## config.mk

```make
export PLATFORM = sky130hd
export DESIGN_NAME = filter2d_host
export DESIGN_NICKNAME = d
export VERILOG_FILES = /design/src/rtl/filter2d_host_pkg.sv /design/src/rtl/filter2d_host_fifo.sv /design/src/rtl/filter2d_host.sv
export SDC_FILE = /design/constraint.sdc
export NUM_CORES = 1
export LEC_CHECK = 0
export CAP_MARGIN = 20
export CORE_MARGIN = 5
export CORE_UTILIZATION = 58
export CTS_BUF_LIST = sky130_fd_sc_hd__clkbuf_4 sky130_fd_sc_hd__clkbuf_8
export DETAILED_ROUTE_END_ITERATION = 6
export PLACE_DENSITY = 0.82
export SLEW_MARGIN = 30
export SYNTH_ARGS = -nofsm -noshare
export SYNTH_HDL_FRONTEND = slang
export SYNTH_SLANG_ARGS = --single-unit
```

## constraint.sdc

```tcl
create_clock -name clk -period 4.1 [get_ports clk]
set_input_delay 0.615 -clock clk [delete_from_list [all_inputs] [get_ports clk]]
set_output_delay 0.615 -clock clk [all_outputs]
set_load 0.005 [all_outputs]
```

## src/rtl/filter2d_host_pkg.sv

```systemverilog
// Shared definitions for the filter2d host controller.
//   state_t        : controller state encoding
//   KERN_SIZE      : number of 3x3 kernel taps
//   default_kernel : reset value of each kernel tap (idx 0..8)
package filter2d_host_pkg;

  typedef enum logic [2:0] {
    ST_IDLE,
    ST_LOAD,
    ST_KERN,
    ST_START,
    ST_RUN,
    ST_DRAIN
  } state_t;

  localparam int unsigned KERN_SIZE = 9;

  // Normalised 3x3 smoothing kernel: corners 08, edges 10, centre 20.
  function automatic logic [7:0] default_kernel(input int unsigned idx);
    case (idx)
      0, 2, 6, 8: default_kernel = 8'h08;
      1, 3, 5, 7: default_kernel = 8'h10;
      4:          default_kernel = 8'h20;
      default:    default_kernel = 8'h00;
    endcase
  endfunction

endpackage

```

## src/rtl/filter2d_host_fifo.sv

```systemverilog
// Two-entry 8-bit FIFO buffering SRAM read data during result drain.
//   clk, reset_n : clock, asynchronous active-low reset
//   in_valid     : push in_data (caller guarantees space via count)
//   in_data      : pushed byte
//   out_valid    : FIFO non-empty
//   out_ready    : pop head when out_valid
//   out_data     : FIFO head
//   count        : current occupancy 0..2
module filter2d_host_fifo (
  input  logic       clk,
  input  logic       reset_n,
  input  logic       in_valid,
  input  logic [7:0] in_data,
  output logic       out_valid,
  input  logic       out_ready,
  output logic [7:0] out_data,
  output logic [1:0] count
);

  logic [7:0] mem_q [2];
  logic       wr_ptr_q;
  logic       rd_ptr_q;
  logic [1:0] count_q;
  logic       push;
  logic       pop;

  assign out_valid = (count_q != 2'd0);
  assign out_data  = mem_q[rd_ptr_q];
  assign count     = count_q;
  assign push      = in_valid && (count_q != 2'd2);
  assign pop       = out_valid && out_ready;

  always_ff @(posedge clk or negedge reset_n) begin
    if (!reset_n) begin
      mem_q[0] <= '0;
      mem_q[1] <= '0;
      wr_ptr_q <= 1'b0;
      rd_ptr_q <= 1'b0;
      count_q  <= '0;
    end else begin
      if (push) begin
        mem_q[wr_ptr_q] <= in_data;
        wr_ptr_q        <= ~wr_ptr_q;
      end
      if (pop) begin
        rd_ptr_q <= ~rd_ptr_q;
      end
      case ({push, pop})
        2'b10:   count_q <= count_q + 2'd1;
        2'b01:   count_q <= count_q - 2'd1;
        default: count_q <= count_q;
      endcase
    end
  end

endmodule

```

## src/rtl/filter2d_host.sv

```systemverilog
// Host-side sequencer for a 2D image filter sharing one SRAM.
// Loads a WIDTH x WIDTH frame into SRAM, pushes the 3x3 kernel to the
// filter, starts it, waits for completion, then streams the result region
// back out.
//   clk, reset_n                   : clock, asynchronous active-low reset
//   go / busy / done               : frame request, activity, completion pulse
//   cfg_we / cfg_idx / cfg_data    : kernel shadow write (IDLE only)
//   in_valid / in_ready / in_data  : raster pixel input stream
//   out_valid / out_ready/ out_data: raster result output stream
//   sram_own                       : this block owns the SRAM when high
//   cs / we / addr / din / dout    : SRAM port (dout one cycle after read)
//   start / finish                 : filter start strobe / completion strobe
//   h_write / h_idx / h_data       : filter kernel load port
module filter2d_host
  import filter2d_host_pkg::*;
#(
  parameter int unsigned WIDTH  = 256,
  parameter int unsigned ADDR_W = 17
) (
  input  logic              clk,
  input  logic              reset_n,
  input  logic              go,
  output logic              busy,
  output logic              done,
  input  logic              cfg_we,
  input  logic [3:0]        cfg_idx,
  input  logic [7:0]        cfg_data,
  input  logic              in_valid,
  output logic              in_ready,
  input  logic [7:0]        in_data,
  output logic              out_valid,
  input  logic              out_ready,
  output logic [7:0]        out_data,
  output logic              sram_own,
  output logic              cs,
  output logic              we,
  output logic [ADDR_W-1:0] addr,
  output logic [7:0]        din,
  input  logic [7:0]        dout,
  output logic              start,
  input  logic              finish,
  output logic              h_write,
  output logic [3:0]        h_idx,
  output logic [7:0]        h_data
);

  localparam int unsigned       NPIX     = WIDTH * WIDTH;
  localparam int unsigned       CNT_W    = $clog2(NPIX + 1);
  localparam logic [CNT_W-1:0]  LAST     = CNT_W'(NPIX - 1);
  localparam logic [CNT_W-1:0]  ALL      = CNT_W'(NPIX);
  localparam logic [ADDR_W-1:0] RES_BASE = ADDR_W'(NPIX);

  state_t           state_q, state_d;
  logic [CNT_W-1:0] pix_cnt_q, rd_cnt_q, pop_cnt_q;
  logic [3:0]       kidx_q;
  logic             inflight_q;
  logic [7:0]       shadow_q [KERN_SIZE];

  logic             px_wr;
  logic             rd_issue;
  logic             pop;
  logic [2:0]       pending;
  logic             fifo_out_valid;
  logic [7:0]       fifo_out_data;
  logic [1:0]       fifo_count;

  filter2d_host_fifo u_fifo (
    .clk       (clk),
    .reset_n   (reset_n),
    .in_valid  (inflight_q),
    .in_data   (dout),
    .out_valid (fifo_out_valid),
    .out_ready (out_ready),
    .out_data  (fifo_out_data),
    .count     (fifo_count)
  );

  assign out_valid = fifo_out_valid;
  assign out_data  = fifo_out_data;
  assign pop       = fifo_out_valid && out_ready;

  // Slots committed after this cycle's pop. Counting the same-cycle pop as
  // freed space is what lets the drain reach one pixel per cycle while still
  // never holding more than two bytes buffered or in flight.
  assign pending = 3'(fifo_count) + 3'(inflight_q) - 3'(pop);

  always_ff @(posedge clk or negedge reset_n) begin
    if (!reset_n) state_q <= ST_IDLE;
    else          state_q <= state_d;
  end

  always_ff @(posedge clk or negedge reset_n) begin
    if (!reset_n) begin
      pix_cnt_q  <= '0;
      rd_cnt_q   <= '0;
      pop_cnt_q  <= '0;
      kidx_q     <= '0;
      inflight_q <= 1'b0;
    end else begin
      inflight_q <= rd_issue;
      if (state_d != state_q) begin
        pix_cnt_q <= '0;
        rd_cnt_q  <= '0;
        pop_cnt_q <= '0;
        kidx_q    <= '0;
      end else begin
        if (px_wr)              pix_cnt_q <= pix_cnt_q + CNT_W'(1);
        if (rd_issue)           rd_cnt_q  <= rd_cnt_q + CNT_W'(1);
        if (pop)                pop_cnt_q <= pop_cnt_q + CNT_W'(1);
        if (state_q == ST_KERN) kidx_q    <= kidx_q + 4'd1;
      end
    end
  end

  always_ff @(posedge clk or negedge reset_n) begin
    if (!reset_n) begin
      for (int unsigned i = 0; i < KERN_SIZE; i++) begin
        shadow_q[i] <= default_kernel(i);
      end
    end else if (cfg_we && (state_q == ST_IDLE) && (cfg_idx < 4'(KERN_SIZE))) begin
      shadow_q[cfg_idx] <= cfg_data;
    end
  end

  always_comb begin
    state_d  = state_q;
    busy     = 1'b1;
    done     = 1'b0;
    in_ready = 1'b0;
    sram_own = 1'b1;
    cs       = 1'b0;
    we       = 1'b0;
    addr     = '0;
    din      = '0;
    start    = 1'b0;
    h_write  = 1'b0;
    h_idx    = '0;
    h_data   = '0;
    px_wr    = 1'b0;
    rd_issue = 1'b0;
    case (state_q)
      ST_IDLE: begin
        busy = 1'b0;
        if (go) state_d = ST_LOAD;
      end
      ST_LOAD: begin
        in_ready = 1'b1;
        din      = in_data;
        addr     = ADDR_W'(pix_cnt_q);
        px_wr    = in_valid;
        cs       = in_valid;
        we       = in_valid;
        if (in_valid && (pix_cnt_q == LAST)) state_d = ST_KERN;
      end
      ST_KERN: begin
        h_write = 1'b1;
        h_idx   = kidx_q;
        h_data  = shadow_q[kidx_q];
        if (kidx_q == 4'(KERN_SIZE - 1)) state_d = ST_START;
      end
      ST_START: begin
        start    = 1'b1;
        sram_own = 1'b0;
        state_d  = ST_RUN;
      end
      ST_RUN: begin
        sram_own = 1'b0;
        if (finish) state_d = ST_DRAIN;
      end
      ST_DRAIN: begin
        rd_issue = (rd_cnt_q != ALL) && (pending < 3'd2);
        cs       = rd_issue;
        addr     = RES_BASE + ADDR_W'(rd_cnt_q);
        if (pop && (pop_cnt_q == LAST)) begin
          done    = 1'b1;
          state_d = ST_IDLE;
        end
      end
      default: state_d = ST_IDLE;
    endcase
  end

endmodule
```

### Word level (Yosys, flattened, before mapping)

Cells that the tools add are included.

| storage, ports and cells | value |
|---|---|
| flip-flop bits (word level) | 151 |
| latch bits | 0 |
| bits in writable memories | 0 |
| memory bits (read-only) | 0 |
| word-level logic and storage cells | 114 |
| memories | 0 |

| operators by class | value |
|---|---|
| $add $sub $neg | 9 |
| multipliers | 0 |
| div/mod/pow operators | 0 |
| $lt $le $gt $ge | 8 |
| eq/ne operators | 13 |
| shifts and indexed selects | 0 |
| muxes and demuxes | 41 |
| bitwise operators | 6 |
| reductions and logical operators | 17 |

Operators by type and width:

| operator | count |
|---|---|
| 2-to-1 mux 17 bit | 6 |
| bitwise mux 72 bit | 1 |
| 2-to-1 mux 8 bit | 9 |
| adder 17 x 1 -> 17 bit (second input constant) | 3 |
| equality test 17 x 16 -> 1 bit (second input constant) | 2 |
| case mux 17 bit (2 select lines) | 1 |
| binary-select mux 8 bit (select 4 bit) | 1 |
| demux 8 bit (select 4 bit) | 1 |
| case mux 3 bit (6 select lines) | 1 |
| adder 17 bit (first input constant) | 1 |
| inequality test 17 bit (second input constant) | 1 |
| bitwise mux 16 bit | 1 |
| 2-to-1 mux 3 bit | 5 |
| 2-to-1 mux 4 bit | 3 |
| nonzero test 2 bit | 6 |
| greater-or-equal comparator 5 bit (second input constant) | 2 |
| inverter 4 -> 5 bit | 2 |
| logical AND 1 bit | 9 |
| 2-to-1 mux 1 bit | 9 |
| demux 8 bit (select 1 bit) | 1 |
| equality test 3 x 2 -> 1 bit (second input constant) | 2 |
| equality test 3 bit (second input constant) | 2 |
| less-than comparator 5 x 1 -> 1 bit (second input constant) | 1 |
| adder 4 x 1 -> 4 bit (second input constant) | 1 |
| other kinds (20) | 23 |

### Depth between registers and ports, before layout

Gate-level depths: netlist (run 1).

| logic depth | value |
|---|---|
| depth in word-level cells | 8 |
| gate-level depth with buffers | 12 |
| depth with buffers taken out | 9 |

### Hierarchy

Synthesis (run 1) repeated with hierarchy kept, for this count alone.

| unflattened totals | value |
|---|---|
| cells, all modules | 639 |
| area, all modules | 7718.7 sq um |

By module, submodules not included:

| module | times used | cells each | area each (sq um) | sequential area each (sq um) |
|---|---|---|---|---|
| filter2d_host | 1 | 579 | 6750.2 | 3289.4 |
| filter2d_host_fifo | 1 | 60 | 968.4 | 500.5 |

### Worst setup path after synthesis (run 1)

OpenSTA, ideal clock, no wires.

| timing | value |
|---|---|
| path kind | register to register |
| start | register u_fifo.count_q[0] (netlist: u_fifo.count[0]) |
| end | register rd_cnt_q[8] |
| library setup time | 0.078 ns |
| data arrival time | 3.643 ns |
| data required time | 4.022 ns |
| slack | 0.379 ns |
| cell stages (with the launch flop) | 13 |
| buffers on the path | 3 |
| clock period less this slack | 3.721 ns |
| cells stage by stage | dfrtp_1 -> clkbuf_1 -> o21ai_0 -> clkbuf_1 -> clkinv_1 -> ha_1 -> nor2b_1 -> fa_1 -> nand4bb_1 -> or4b_1 -> clkbuf_1 -> or3_1 -> a21oi_1 |

| between the ends | value |
|---|---|
| longest elaborated chain between the ends | 7 |
| elaborated cells on any way between the ends | 13 |

Ends and longest elaborated chain:

| what | line | RTL |
|---|---|---|
| start: declaration | filter2d_host_fifo.sv:23 | `logic [1:0] count_q;` |
| start signal: assignment | filter2d_host_fifo.sv:49 | `2'b10: count_q <= count_q + 2'd1;` |
| start signal: assignment | filter2d_host_fifo.sv:50 | `2'b01: count_q <= count_q - 2'd1;` |
| start signal: assignment | filter2d_host_fifo.sv:51 | `default: count_q <= count_q;` |
| nonzero test 2 bit (*) | filter2d_host_fifo.sv:27 | `assign out_valid = (count_q != 2'd0);` |
| logical AND 1 bit (*) | filter2d_host.sv:80 | `assign pop = fifo_out_valid && out_ready;` |
| via pop | filter2d_host.sv:61 | `logic pop;` |
| subtractor 3 x 1 -> 3 bit / logical AND 1 bit (equally long branches) | filter2d_host.sv:85, filter2d_host.sv:174 |  |
| less-than comparator 3 x 2 -> 1 bit / 2-to-1 mux 3 bit (equally long branches) | filter2d_host.sv:171, filter2d_host.sv:174 |  |
| logical AND 1 bit / case mux 3 bit (6 select lines) (equally long branches) | filter2d_host.sv:171, filter2d_host.sv:141 |  |
| 2-to-1 mux 1 bit / inequality test 3 bit (equally long branches) | filter2d_host.sv:141, filter2d_host.sv:101 |  |
| nonzero test 2 bit (no line) / 2-to-1 mux 17 bit (equally long branches) | -- |  |
| end signal: assignment | filter2d_host.sv:108 | `if (rd_issue) rd_cnt_q <= rd_cnt_q + CNT_W'(1);` |
| end: declaration | filter2d_host.sv:54 | `logic [CNT_W-1:0] pix_cnt_q, rd_cnt_q, pop_cnt_q;` |

Mark *: on every way through the listed nets, which the timed path passes. The rest lies on a longest branch.
A chain may end at the register's enable or synchronous reset.

### Final worst setup path (run 1)

| timing | value |
|---|---|
| start | input port out_ready |
| end | output port cs |

| between the ends | value |
|---|---|
| longest elaborated chain between the ends | 5 |

Ends and longest elaborated chain:

| what | line | RTL |
|---|---|---|
| start: declaration | filter2d_host.sv:32 | `input logic out_ready,` |
| logical AND 1 bit | filter2d_host.sv:80 |  |
| via pop | filter2d_host.sv:61 |  |
| subtractor 3 x 1 -> 3 bit | filter2d_host.sv:85 | `assign pending = 3'(fifo_count) + 3'(inflight_q) - 3'(pop);` |
| less-than comparator 3 x 2 -> 1 bit | filter2d_host.sv:171 | `rd_issue = (rd_cnt_q != ALL) && (pending < 3'd2);` |
| logical AND 1 bit | filter2d_host.sv:171 |  |
| case mux 1 bit (2 select lines) | filter2d_host.sv:141 | `case (state_q)` |
| end: declaration | filter2d_host.sv:35 | `output logic cs,` |

The timed path passes the listed nets, and every way through them passes these cells.

==> results of run 1 <==
## path summary, 6_finish.rpt
kind	from	endpoint	slack, ps	depth (start not counted)
setup / recovery	out_ready	cs	150	10
hold / removal	reset_n	rd_cnt_q[3]	190	1
setup reg to reg	u_fifo.count[0]	rd_cnt_q[16]	740	10
hold reg to reg	u_fifo.mem_q[5]	u_fifo.mem_q[5]	510	1
max in group asynchronous	reset_n	shadow_q[3]	2920	2
min in group clk	u_fifo.mem_q[5]	u_fifo.mem_q[5]	510	1
## stage by stage
step	cell area, um^2	power [uW]	std cells	setup slack (ps)
2_1_floorplan	7740	2360	669	379
3_3_place_gp	8780	2780	913	152
3_5_place_dp	8790	2840	914	-20.6
4_1_cts	9230	4070	946	21.1
5_1_grt	9250	4290	946	22.3
6_report	9250	4060	946	146
## state kept, by name, summed over array words and instances, names as in the netlist
signal	flops
shadow_q	72
pix_cnt_q	17
pop_cnt_q	17
rd_cnt_q	17
u_fifo.mem_q	16
kidx_q	4
state_q	3
u_fifo.count	2
inflight_q	1
u_fifo.rd_ptr_q	1
u_fifo.wr_ptr_q	1
## logic make-up after synthesis
kind of cell,share of synthesized area
xor gates and xnor gates,0.0374
buffers and inverters,0.0272
adders and majority gates,0.0188
and+or+nand+nor,0.155
muxes,0.223
DFF,0.490
AOI/OAI and AO/OA,0.0490
## synthesized netlist by cell type, types with 3 or more instances
cell type / count
nand2_1: 31
mux4_2: 16
inv_1: 18
xnor2_1: 27
and4b_1: 3
xor2_1: 6
nor4_1: 11
mux2_2: 96
o21ai_0: 29
nor3_1: 12
nand3b_1: 3
dfrtp_1: 142
nand3_1: 21
clkbuf_1: 16
mux2i_1: 27
nor2_1: 59
dfstp_2: 9
buf_2: 3
buf_1: 9
or3_1: 16
nand4_1: 13
ha_1: 10
a21oi_1: 24
nor4b_1: 3
and4_1: 5
a211oi_1: 3
and2_1: 16
nand2b_1: 4
## final cells by class
cell class | count | area (um^2) | area share
Sequential cell | 151 | 3790 | 0.410
Inverter | 21 | 78.8 | 0.00852
Multi-Input combinational cell | 467 | 3750 | 0.406
Clock buffer | 20 | 275 | 0.0298
Timing Repair Buffer | 99 | 962 | 0.104
Clock inverter | 12 | 164 | 0.0177
Tap cell | 176 | 220 | 0.0238
## what timing repair did
item / 4_1_cts / 5_1_grt
buffers inserted: 0 / 0
resized for setup: 2 / 3
setup endpoints to repair: 1 / 1
pin swaps: 0 / 0
## placed cells by master, fill, tap and decap left out, drive strengths merged, types with 4 or more instances in the layout
cell           synthesis  routed
o21ai                 29      29
nor3                  15      15
and2                  16      16
a21oi                 24      24
dfrtp                142     142
clkdlybuf4s50          0      87
ha                    10      10
nor4                  12      12
nand2                 31      31
nand3                 21      21
xor2                   6       6
mux4                  16      16
nor2                  60      60
mux2i                 27      27
buf                   14      12
nand2b                 4       4
and4                   5       5
or3                   16      16
xnor2                 27      27
mux2                  97      97
clkbuf                16      20
nand4                 13      13
inv                   20      25
dfstp                  9       9
## layer usage
metal | wire length [um] | vias up
met5 | 0 | -
met4 | 259 | 0
met3 | 766 | 23
met2 | 8780 | 131
met1 | 7360 | 2854
li1 | - | 2587
## where the power goes
| group | switching [uW] | internal, uW |
|---|---|---|
| sequential | 173 | 1660 |
| clock | 578 | 661 |
| combinational | 433 | 565 |
| total | 1180 | 2880 |
==> impl_metrics.tcl, run 1 <==
set metrics [dict create \
    outcome "complete, no violations" \
    height_of_the_die_um 125 \
    clock_skew_ps 11.1 \
    critical_path.startpoint_type "primary input" \
    path_delay_family "buffers and inverters" \
    cts-buffers-inserted 17 \
    post_route_cells_drive_above_1_share 0.235 \
    achievable-frequency_ghz 0.253 \
    yosysTopAreaCell "dfrtp_1" \
    ys_seq_elements 151 \
    worstPathMaxFanout 5 \
    power.leakage_uw 0.00409 \
    cts.htree.levels 4 \
    setup_tns_ps 0 \
    max-vdd-ir-drop_mv 0.393 \
    synthesis.area_mm2 0.00774 \
    period_utilization_post_route 0.964 \
    clock_insertion_delay_worst_skew_ps 460 \
    clock_tree_from_tritoncts "yes" \
    finalNetCount 803 \
    hpwl_after_detailed_placement_um 12200 \
    globalRouteMet3Util 0.0567 \
    filler_cell_count 924 \
    routedWlPerCell_um 18.1 \
    syn_area_per_cell_um2 11.6 \
    holdWs_ps 186 \
    route.antenna.remaining_nets 0 \
    via_count 5595 \
    initial_utilization 0.589 \
    grt_use_total 0.228 \
    postLayoutCoreUtil 0.704 \
    timing.max_cap.violations 0 \
    timing.critical_path.slowest_stage_cell "clkdlybuf4s50_1" \
    floorplan.core_area_mm2 0.0131 \
    clk_root_buffer_cell "clkbuf_8" \
    area_delta_synth_final_pct 19.5 \
    ys_warn_count 0 \
    timing_worst_slew_pin_value_ps 975 \
    setup-violations-final 0 \
    drtIter0Drc 310 \
    p_per_area_mw_per_mm2 440 \
    delay_of_the_slowest_cell_on_the_worst_path_ps 540 \
    required_time_of_the_worst_setup_path_ps 3480 \
    grt_setup_unrepaired "false" \
    synth.lib_cells_used.distinct 55 \
    fp-row-count 42 \
    crit_top_cell "clkdlybuf4s50_1" \
    timing.final.max_slew_violations 0 \
    route.final.wire_length_um 17200 \
    postSynthCellCount 669 \
    max_root_sink_buffers 2 \
    maxSlewHeadroom 0.350 \
    gr-max-usage-layer "met2" \
    synth_largest_type_area_fraction 0.459 \
    globalRouteMet1Util 0.297 \
    classification_of_the_worst_slack_hold_path "in2async" \
    portBuffers 88 \
    dr.pass1.iters 5 \
    worst-endpoint-arrival_ps 3340 \
    final_hold_viol_count 0 \
    postSynth.asyncResetShare 1.00 \
    maximum_number_of_pins_on_one_net_before_global_route_repair 94 \
    number_of_antenna_violations_at_the_first_check_in_global_routing 0 \
    timing.critical_path.cells "clkdlybuf4s50_1 -> o21ai_2 -> clkinv_1 -> ha_1 -> nor2b_1 -> fa_1 -> nand4bb_1 -> or2_4 -> o21ai_1 -> clkdlybuf4s50_1" \
    grt_first_pass_wirelength_um 29000 \
    antenna_cells_inserted 0 \
    worstSetupEndpointType "output pin" \
    cp.buffers_inverters 3 \
    remaining_drc_errors 0 \
    via_per_inst 5.91 \
    first_global_vias 5806 \
    layout_min_cycle_time_ps 3950 \
    post_synth_edffs 0 \
    design.portCount 89 \
    path_class "in2out" \
    number_of_sinks_handled_by_clock_tree_synthesis 151 \
    synthesis.nets 715 \
    synthTopCellsByArea "dfrtp_1 (46%), mux2_2 (14%), mux4_2 (4.7%), mux2i_1 (3.5%), dfstp_2 (3.1%)" \
    globalRouteOverflowTotal 0 \
    die_area_mm2 0.0157 \
    clkSlewWorstSetupHoldPaths_ps 80 \
    met2_usage 0.380 \
    ys_seq_area_frac 0.490 \
    cts_hold_buffers 0 \
    ys_dominant_reg_cell "dfrtp_1" \
    place.gp.congestion 0.916 \
    floorplan.die.width_um 125 \
]
Note: power is estimated with default switching activity, not from simulation.
==> inputs of run 2 (changes only) <==
- ABC_AREA: unset -> 1
- CORE_MARGIN: 5 -> unset
- SLEW_MARGIN: 30 -> 25
==> run 2 against run 1 <==
  * Worst setup slack improved by 120 ps
  * Via count rose by 22%
  * First-iteration DRC count rose by 97%
  * Register-to-register slack improved by 390 ps
  * Sequential share of layout area rose by 0.40 points
  * Cell area fell by 1.0%
  * Sequential power fell by 5%
  * Hold slack got worse by 34 ps
  * Fmax rose by 3.0%
  * Highest routed layer unchanged
==> impl_metrics.tcl, run 2 <==
set metrics [dict create \
    outcome "complete, no violations" \
    clock_skew_ps 10.9 \
    synth.most_common_cell "nand2_1" \
    postPlaceCellArea_mm2 0.00875 \
    dr.pass1.iters 5 \
    setup-violations-final 0 \
    floorplan.die.width_um 117 \
    floorplan.core_area_mm2 0.0128 \
    cts-buffers-inserted 17 \
    largest_register_ff_count 72 \
    maxSlewHeadroom 0.336 \
    post_synth_edffs 0 \
    worst-endpoint-arrival_ps 3220 \
    final_hold_viol_count 0 \
    mostFrequentLayoutCell "nand2_1" \
    required_time_of_the_worst_setup_path_ps 3480 \
    design.portCount 89 \
    timing.max_cap.violations 0 \
    clk_root_buffer_cell "clkbuf_8" \
    ys_warn_count 0 \
    routedWlPerCell_um 14.5 \
    post_synth_most_frequent_cells "nand2_1 (221), nor2_1 (161), dfrtp_1 (142)" \
    place.gp.congestion 0.870 \
    fp-row-count 41 \
    first_global_vias 6648 \
    clock_insertion_delay_worst_skew_ps 450 \
    syn_area_per_cell_um2 7.83 \
    drtIter0Drc 612 \
    die_area_mm2 0.0138 \
    cts_hold_buffers 0 \
    ys_seq_elements 151 \
    route.final.wire_length_um 18200 \
    post_cts.resized_instances 0 \
    max_root_sink_buffers 2 \
    hpwl_after_detailed_placement_um 12500 \
    postSynthCellCount 988 \
    grt_first_pass_wirelength_um 31100 \
    timing.critical_path.cells "clkdlybuf4s50_1 -> inv_1 -> nor2_1 -> ha_1 -> nor2_1 -> fa_1 -> inv_1 -> nand3_1 -> nor2_2 -> nand2_2 -> nand2_1 -> clkdlybuf4s50_1" \
    clkSlewWorstSetupHoldPaths_ps 80 \
    antenna_cells_inserted 0 \
    timing.reg2reg.setup_slack_ps 1130 \
    timing.critical_path.slowest_stage_cell "clkdlybuf4s50_1" \
    area_of_all_placed_cells_without_fillers_mm2 0.00915 \
    yosysTopAreaCell "dfrtp_1" \
    height_of_the_die_um 117 \
    achievable-frequency_ghz 0.261 \
    reg2regPathDepth 13 \
    worst_r2r_endpoint "rd_cnt_q[8]" \
    via_per_inst 5.45 \
    clock_tree_from_tritoncts "yes" \
    ys_dominant_reg_cell "dfrtp_1" \
    cts.htree.levels 4 \
    via_count 6838 \
    maximum_number_of_pins_on_one_net_before_global_route_repair 78 \
    power.leakage_uw 0.00409 \
    delay_of_the_slowest_cell_on_the_worst_path_ps 510 \
    number_of_sinks_handled_by_clock_tree_synthesis 151 \
    postLayoutCoreUtil 0.714 \
    holdWs_ps 152 \
    remaining_drc_errors 0 \
    grt_setup_unrepaired "false" \
    classification_of_the_worst_slack_hold_path "in2async" \
    timing_worst_slew_pin_value_ps 991 \
    setup_tns_ps 0 \
    post_cts_buffers 0 \
    initial_utilization 0.603 \
    path_class "in2out" \
    area_delta_synth_final_pct 18.4 \
    max-vdd-ir-drop_mv 0.232 \
    period_utilization_post_route 0.936 \
    postSynth.asyncResetShare 1.00 \
    regMostFlops "shadow_q" \
    synthTopCellsByArea "dfrtp_1 (46%), nand2_1 (11%), o21ai_0 (8.3%), nor2_1 (7.8%), inv_1 (5.0%)" \
    route.antenna.remaining_nets 0 \
    critical_path.startpoint_type "primary input" \
    layout_common_cells "nand2_1 (221), nor2_1 (161), dfrtp_1 (142)" \
    worstPathMaxFanout 9 \
    synth_largest_type_area_fraction 0.460 \
    synthesis.nets 1034 \
    finalNetCount 1115 \
    p_per_area_mw_per_mm2 382 \
    worstSetupEndpointType "output pin" \
    r2r_start "u_fifo.count[0]" \
    synth.lib_cells_used.distinct 32 \
    synthesis.area_mm2 0.00773 \
    timing.final.max_slew_violations 0 \
    portBuffers 88 \
    number_of_antenna_violations_at_the_first_check_in_global_routing 0 \
    layout_min_cycle_time_ps 3840 \
    ys_seq_area_frac 0.490 \
    grt_use_total 0.282 \
    globalRouteOverflowTotal 0 \
    post_route_cells_drive_above_1_share 0.0647 \
]
==> run 2: changes by cell type in the layout (fill, tap and decap cells not counted), sizes merged, moves of 16 or more <==
cell,delta
xor2,+21
and2,-16
nand2,+192
o21ai,+99
mux4,-16
xnor2,-25
inv,+77
nor2,+105
or3,-16
nand3,+21
mux2,-89
mux2i,-27
==> run 2: how the worst max path moves through the flow <==
stage | from | slack [ps] | to | depth (start not counted)
3_3_place_gp | out_ready | 390 | cs | 12
4_1_cts | out_ready | 260 | cs | 12
2_1_floorplan | out_ready | 1240 | cs | 11
3_5_place_dp | out_ready | 280 | cs | 12
5_1_grt | out_ready | 160 | cs | 12
6_report | out_ready | 260 | cs | 12
==> run 2: power breakdown <==
part / internal [uW] / leakage [uW] / total [uW] / switching [uW]
registers: 1630 / 0.00197 / 1730 / 99.3
logic: 297 / 0.00192 / 634 / 337
clock network: 603 / 0.000200 / 1140 / 533
==> run 2: through the flow <==
step	instances	power (uW)	setup WS [ps]
after floorplan	988	2080	1240
after global placement	1222	2360	393
after detailed placement	1222	2390	277
after CTS	1254	3510	260
after global routing	1254	3680	163
final	1254	3500	263
==> run 2: cells by family (layout without fill, tap and decap cells) <==
family                     after synthesis  in the layout  share of synthesized area
AOI/OAI and AO/OA                      190            190                      0.132
DFF                                    151            151                      0.490
buffers and inverters                  137            231                     0.0689
and+or+nand+nor                        462            462                      0.246
xor gates and xnor gates                29             29                     0.0329
muxes                                    8              8                     0.0117
adders and majority gates               11             11                     0.0188
==> run 2: cell type report <==
type,instances,area [um^2]
Clock buffer,24,299
Clock inverter,8,97.6
Fill cell,1058,3670
Inverter,103,387
Multi-Input combinational cell,700,3410
Sequential cell,151,3790
Tap cell,172,215
Timing Repair Buffer,96,955
==> run 2: layer usage <==
metal	GRT usage	vias up	wire length, um	share of wire
met2	0.455	233	8780	0.48
li1	-	3351	-	-
met5	0	-	0	0
met1	0.372	3222	8010	0.44
met4	0.131	0	425	0.023
met3	0.0480	32	958	0.053
==> run 2: worst max-delay path, delay by kind of cell <==
kind | cells | cell delay, ps
buffers and inverters | 4 | 1070
AND/OR/NAND/NOR | 6 | 840
adder cells (fa/ha/maj) | 2 | 690
